[config.mk]
export PLATFORM = sky130hd
export DESIGN_NAME = dec38_walker
export DESIGN_NICKNAME = d
export VERILOG_FILES = /design/src/rtl/dec38_walker.sv
export SDC_FILE = /design/constraint.sdc
export NUM_CORES = 1
export LEC_CHECK = 0
export BUFFER_PORTS_ARGS = -buffer_cell sky130_fd_sc_hd__buf_4
export CORE_ASPECT_RATIO = 1.75
export CORE_MARGIN = 2
export CORE_UTILIZATION = 60
export CTS_CLUSTER_SIZE = 20
export DETAILED_ROUTE_END_ITERATION = 10
export PLACE_DENSITY = 0.85
export SYNTH_ARGS = -nofsm -noshare
export SYNTH_HDL_FRONTEND = slang
export SYNTH_SLANG_ARGS = --single-unit
export TNS_END_PERCENT = 100
[constraint.sdc]
create_clock -name clk -period 2.7 [get_ports clk]
set_clock_uncertainty 0.15 [all_clocks]
set_input_delay 0.54 -clock clk [delete_from_list [all_inputs] [get_ports clk]]
set_output_delay 0.54 -clock clk [all_outputs]
set_load 0.01 [all_outputs]
[src/rtl/dec38_walker.sv]
`default_nettype none
// ============================================================================
// Module      : dec38_walker
// Description : Registered 3-to-8 decoder. It can also walk the lit bit up or
//               down to the end of the bank and then pulse done.
// Revision    : 1.0 - initial release
// ============================================================================
module dec38_walker #(
    parameter int DIV   = 4,
    parameter int W_CNT = 16
) (
    input  logic       clk,
    input  logic       rst,
    input  logic       en,
    input  logic       load,
    input  logic [2:0] y,
    input  logic       h,
    input  logic [1:0] mode,
    output logic [7:0] x,
    output logic       busy,
    output logic       done
);

    localparam logic [W_CNT-1:0] c_div_last = W_CNT'(DIV - 1);
    localparam logic [1:0]       c_mode_dir  = 2'b00;
    localparam logic [1:0]       c_mode_up   = 2'b01;
    localparam logic [1:0]       c_mode_down = 2'b10;
    localparam logic [1:0]       c_mode_fill = 2'b11;

    typedef enum logic [1:0] {
        IDLE = 2'd0,
        SHOW = 2'd1,
        WALK = 2'd2
    } state_t;

    state_t           r_state, w_state;
    logic [7:0]       r_x, w_x;
    logic             r_done, w_done;
    logic [W_CNT-1:0] r_cnt, w_cnt;
    logic             r_dir, w_dir;   // 1 = walking down

    always_ff @(posedge clk) begin
        if (rst) begin
            r_state <= IDLE;
            r_x     <= 8'h00;
            r_done  <= 1'b0;
            r_cnt   <= '0;
            r_dir   <= 1'b0;
        end else begin
            r_state <= w_state;
            r_x     <= w_x;
            r_done  <= w_done;
            r_cnt   <= w_cnt;
            r_dir   <= w_dir;
        end
    end

    always_comb begin
        w_state = r_state;
        w_x     = r_x;
        w_done  = 1'b0;
        w_cnt   = r_cnt;
        w_dir   = r_dir;

        if (!en) begin
            w_state = IDLE;
            w_x     = 8'h00;
            w_cnt   = '0;
            w_dir   = 1'b0;
        end else begin
            case (r_state)
                WALK: begin
                    if (r_cnt == c_div_last) begin
                        w_cnt = '0;
                        // Reaching the end bit costs one extra period to detect.
                        if ((r_dir && r_x[0]) || (!r_dir && r_x[7])) begin
                            w_state = SHOW;
                            w_done  = 1'b1;
                        end else if (r_dir) begin
                            w_x = r_x >> 1;
                        end else begin
                            w_x = r_x << 1;
                        end
                    end else begin
                        w_cnt = r_cnt + W_CNT'(1);
                    end
                end
                default: begin
                    if (load) begin
                        if (!h) begin
                            w_state = IDLE;
                            w_x     = 8'h00;
                        end else begin
                            case (mode)
                                c_mode_dir: begin
                                    w_state = SHOW;
                                    w_x     = 8'h01 << y;
                                end
                                c_mode_fill: begin
                                    w_state = SHOW;
                                    w_x     = (8'h02 << y) - 8'h01;
                                end
                                c_mode_up, c_mode_down: begin
                                    w_state = WALK;
                                    w_x     = 8'h01 << y;
                                    w_cnt   = '0;
                                    w_dir   = (mode == c_mode_down);
                                end
                                default: ;
                            endcase
                        end
                    end
                end
            endcase
        end
    end

    assign x    = r_x;
    assign busy = (r_state == WALK);
    assign done = r_done;

endmodule
`default_nettype wire

# Word level (Yosys, flattened, before mapping)
# Cells that the tools add are included.
# totals
register_bits	28
in_bits	10
# classes
addsub	2
n_eq_ne	8
shifts	2
muxes	19
n_bitwise	3
reduce_logical	17
# ops
op	count
$mux W16	5
$mux W8	6
$add A16 B1 Y16 const B	1
$eq A16 B2 Y1 const B	1
$pmux W8 S2	1
$mux W2	5
$reduce_and A3 Y1	3
$shl A1 B3 Y8 const A	1
$shl A2 B3 Y8 const A	1
$sub A8 B1 Y8 const B	1
$eq A2 B2 Y1 const B	3
$reduce_bool A2 Y1	3
$reduce_or A2 Y1	3
$ne A2 B1 Y1 const B	2
$pmux W2 S2	1
$reduce_and A4 Y1	1
$reduce_or A4 Y1	1
$not A1 Y1	3
$reduce_or A3 Y1	1
$eq A2 B1 Y1 const B	1
$logic_and A1 B1 Y1	2
$logic_not A2 Y1	1
$ne A2 B2 Y1 const B	1
$logic_not A1 Y1	1
other kinds (2)	2

# Depth between registers and ports, before layout
# depth
word_depth	6
ltp_mapped	8
mapped_depth_nobuf	6

# Worst setup path before layout
# No wires, ideal clock.
# synth_timing
kind	input to register
from	in mode[0]
to	reg r_cnt[12]
setup_ps	87
arrival_ps	1703
required_ps	2463
setup_slack_ps	760
path_stages	6
path_cell_list	inv_1 -> ha_1 -> and3b_1 -> nor3_1 -> o21ai_0 -> o31ai_1
# synth_via
elab_chain_cells	4
elab_cells_between_ends	5
classes_between	2 x eq/ne; 3 x reduce/logical
# synth_rtl
item	line	text
from (decl)	18	input logic [1:0] mode,
$eq A2 B2 Y1 / $eq A2 B1 Y1 (equally long branches)	94	case (mode)
$reduce_or A2 Y1 *	94	
$reduce_bool A2 Y1 (no line) *	n/a	
$reduce_and A3 Y1 (no line) *	n/a	
to (signal assigned)	53	r_cnt <= w_cnt;
to (decl)	39	logic [W_CNT-1:0] r_cnt, w_cnt;
# Every way passes the cells marked *; elsewhere a longest branch is shown, timed or not.
# A chain may end at the register's enable or synchronous reset.

# Worst setup path in the final report
# Same ends and word-level chain as after synthesis.

==> qor.log <==
INFO  logic_synthesis yosys.area.top_type_share=33.7%
INFO  clock_tree     insertion_delay=0.27ns
INFO  route          vias_per_cell=6.61
INFO  setup_path     setup.worst_path.start_class=primary input
INFO  logic_synthesis syn_area=1670um2
INFO  finish         final_net_count=221
INFO  sta            fmax=0.468GHz
INFO  grt            grt_max_degree=19
INFO  clock_tree     clkTransAtPathRegs=0.09ns
INFO  floorplanning  boundaryPins=20
INFO  clock_tree     cts_root_buffer=clkbuf_8
INFO  clock_tree     numCtsBuffers=3
INFO  floorplanning  floorplan.die_area=3230um2
INFO  clock_tree     cts_repair_resize_count=0
INFO  power_and_ir_drop seqPwrFrac=57.2%
INFO  grt            first_global_vias=1515
INFO  floorplanning  die_width=43.8um
INFO  finish         antenna_cells_inserted=0
INFO  route          vias=1541
INFO  clock_tree     holdBufCountCts=0
INFO  sta            period_minus_slack=2.14ns
INFO  power_and_ir_drop max-vdd-ir-drop=0.520mV
INFO  floorplanning  row_count=25
INFO  power_and_ir_drop power-per-cell-area=407nW/um2
INFO  sta            final.period_utilization=79.1%
INFO  sta            setup_viol_count_final=0
INFO  floorplanning  die_h=73.7um
INFO  route          drc_errors=0
INFO  finish         layout-drive-gt1-share=18.0%
INFO  power_and_ir_drop pwr-share-clk=29.8%
INFO  logic_synthesis ys_top_cells_by_area=dfxtp_1 34%, mux2i_1 6.0%, nor2_1 5.0%
INFO  logic_synthesis postSynthCellCount=189
INFO  logic_synthesis yosysUniqueCellTypes=48
INFO  clock_tree     tritoncts_clock_tree=built
INFO  logic_synthesis mappedNetlistNets=202
INFO  route          drtAntennaViolNets=0
INFO  clock_tree     clk_path_buf_depth=2
INFO  finish         syn_to_final_growth=9.92%
INFO  grt            gr-usage-all-layers=27.7%
INFO  route          drt-wirelength-per-cell=16.8um
INFO  logic_synthesis post_synth.cell_area_avg=8.81um2
INFO  logic_synthesis synth_enable_flop_cells=0
INFO  logic_synthesis yosysWarnings=0
INFO  finish         most_frequent_standard_cell_in_the_layout_excluding_fill_and_tap_cells=dfxtp_1
INFO  placement      place_hpwl=3000um
INFO  clock_tree     htree_levels=1
INFO  setup_path     setup.worst_path.class=in2reg
INFO  hold_path      class_of_the_most_critical_hold_timing_path=reg2reg
INFO  setup_path     critical_path_peak_fanout=8
INFO  power_and_ir_drop internal=562uW
INFO  grt            antenna_found_initial=0
INFO  logic_synthesis synth_top_area_cell=dfxtp_1
INFO  run            drv.max_cap_violation_count=0
INFO  grt            grt_overflow=0
INFO  finish         final_cell_mix=28 x dfxtp_1, 22 x nor2_1, 22 x buf_4, 17 x nand2_1, 12 x a21oi_1
INFO  route          drt-pass1-iter-count=4
INFO  clock_tree     clock_sink_count=28
INFO  sta            drv_slew=0
INFO  placement      dpl_worst_slack=0.290ns
INFO  route          detailed_route_iter0_violations=57
INFO  logic_synthesis synth-async-reset-ratio=0%
INFO  logic_synthesis ys_seq_elements=28
INFO  power_and_ir_drop switching_fraction=24.6%
INFO  sta            final.setup.worst_slack=0.564ns
INFO  grt            wire_length_of_the_first_global_routing_pass=6910um
INFO  sta            grt_setup_unrepaired=false
INFO  setup_path     cp_data_required_time=2.73ns
INFO  floorplanning  placeableCoreArea=2660um2
INFO  sta            timing_hold_violations_final=0
INFO  power_and_ir_drop power.static_leakage=0.665nW
INFO  placement      port_buffers=19
INFO  clock_tree     cts_post_setup_buffers_inserted=0
INFO  power_and_ir_drop comb_power_share=13.1%
INFO  sta            timing.setup.tns=0ns
INFO  logic_synthesis synthFlopType=dfxtp_1
INFO  setup_path     arrival=2.17ns
INFO  outcome        status=finished clean
INFO  finish         postLayoutCoreUtil=68.8%
INFO  placement      weighted_congestion_at_the_end_of_routability_driven_global_placement=0.869
INFO  setup_path     sort_of_element_at_the_end_of_the_critical_path=flip-flop
INFO  sta            timing.max_slew.rel_slack=41.7%
INFO  sta            tightestPinTransition=0.868ns
INFO  power_and_ir_drop p_switching=183uW
INFO  logic_synthesis synth_seq_area_share=33.7%
INFO  floorplanning  initial_util=62.6%
INFO  route          route.final.wire_length=3910um
-- synthesized netlist by cell type (all sizes together), types with 3 or more instances --
cell type,n
dfxtp,28
nor2,23
nand2,17
a21oi,13
a31oi,10
mux2i,10
nor3,8
o21ai,8
buf,7
a211oi,6
nand3,6
a22o,4
inv,4
nand4,4
nor4,4
ha,3
or3,3
xnor2,3
-- worst max-delay path: stages --
cell	delay, ns
buf_4	0.09
inv_1	0.04
ha_1	0.30
and3b_1	0.22
nor3_1	0.68
o21ai_0	0.20
o31ai_1	0.11
-- stage by stage --
step	hold slack, ns	power [mW]	cell area, um2	cells
after CTS	0.381	0.744	1830	233
final	0.381	0.745	1830	233
after global placement	0.345	0.529	1790	230
after detailed placement	0.364	0.532	1790	230
after global routing	0.399	0.773	1830	233
after floorplan	0.325	0.496	1670	189
-- power by group through the flow --
stage / combinational [mW] / clock, mW / sequential [mW]
floorplan: 0.0603 / 0 / 0.436
detailed placement: 0.0970 / 0 / 0.435
CTS: 0.0977 / 0.221 / 0.426
global placement: 0.0937 / 0 / 0.435
global route: 0.108 / 0.238 / 0.427
finish: 0.0973 / 0.222 / 0.426
-- layout make-up --
cell class,count,area (um2)
Sequential cell,28,561
Clock buffer,3,41.3
Multi-Input combinational cell,149,1010
Fill cell,219,828
Timing Repair Buffer,22,165
Tap cell,27,33.8
Inverter,4,15.0
-- flip-flops by register name, summed over array words and instances (netlist names) --
name / flops
done: 1
r_cnt: 16
r_dir: 1
r_state: 2
x: 8
-- cell families after synthesis --
logic type               after synthesis  share of synthesized area, %
flip-flops                            28                          33.7
adder cells (fa/ha/maj)                3                          2.25
AND/OR/NAND/NOR                       77                          26.6
multiplexers                          11                          6.69
XOR/XNOR                               4                          2.10
AO/OA/AOI/OAI                         54                          23.3
buffers and inverters                 12                          5.41
-- path summary, 6_finish.rpt --
kind	startpoint	to	slack (ns)	cells after the start
max	mode[0]	r_cnt[12]$_SDFFE_PP0P_	0.56	7
min	r_state[1]$_SDFFE_PP0P_	r_state[1]$_SDFFE_PP0P_	0.38	2
max reg2reg	r_cnt[0]$_SDFFE_PP0P_	x[1]$_SDFFE_PP0P_	0.57	6
min reg2reg	r_state[1]$_SDFFE_PP0P_	r_state[1]$_SDFFE_PP0P_	0.38	2
-- layer usage --
metal | up-vias | share of wire [%] | global-route usage (%)
met5 | - | 0 | 0
met4 | 0 | 0.92 | 9.43
met3 | 4 | 3.8 | 3.19
met2 | 52 | 57 | 53.4
met1 | 740 | 38 | 29.6
li1 | 745 | - | -
Note: power is estimated with default switching activity, not from simulation.
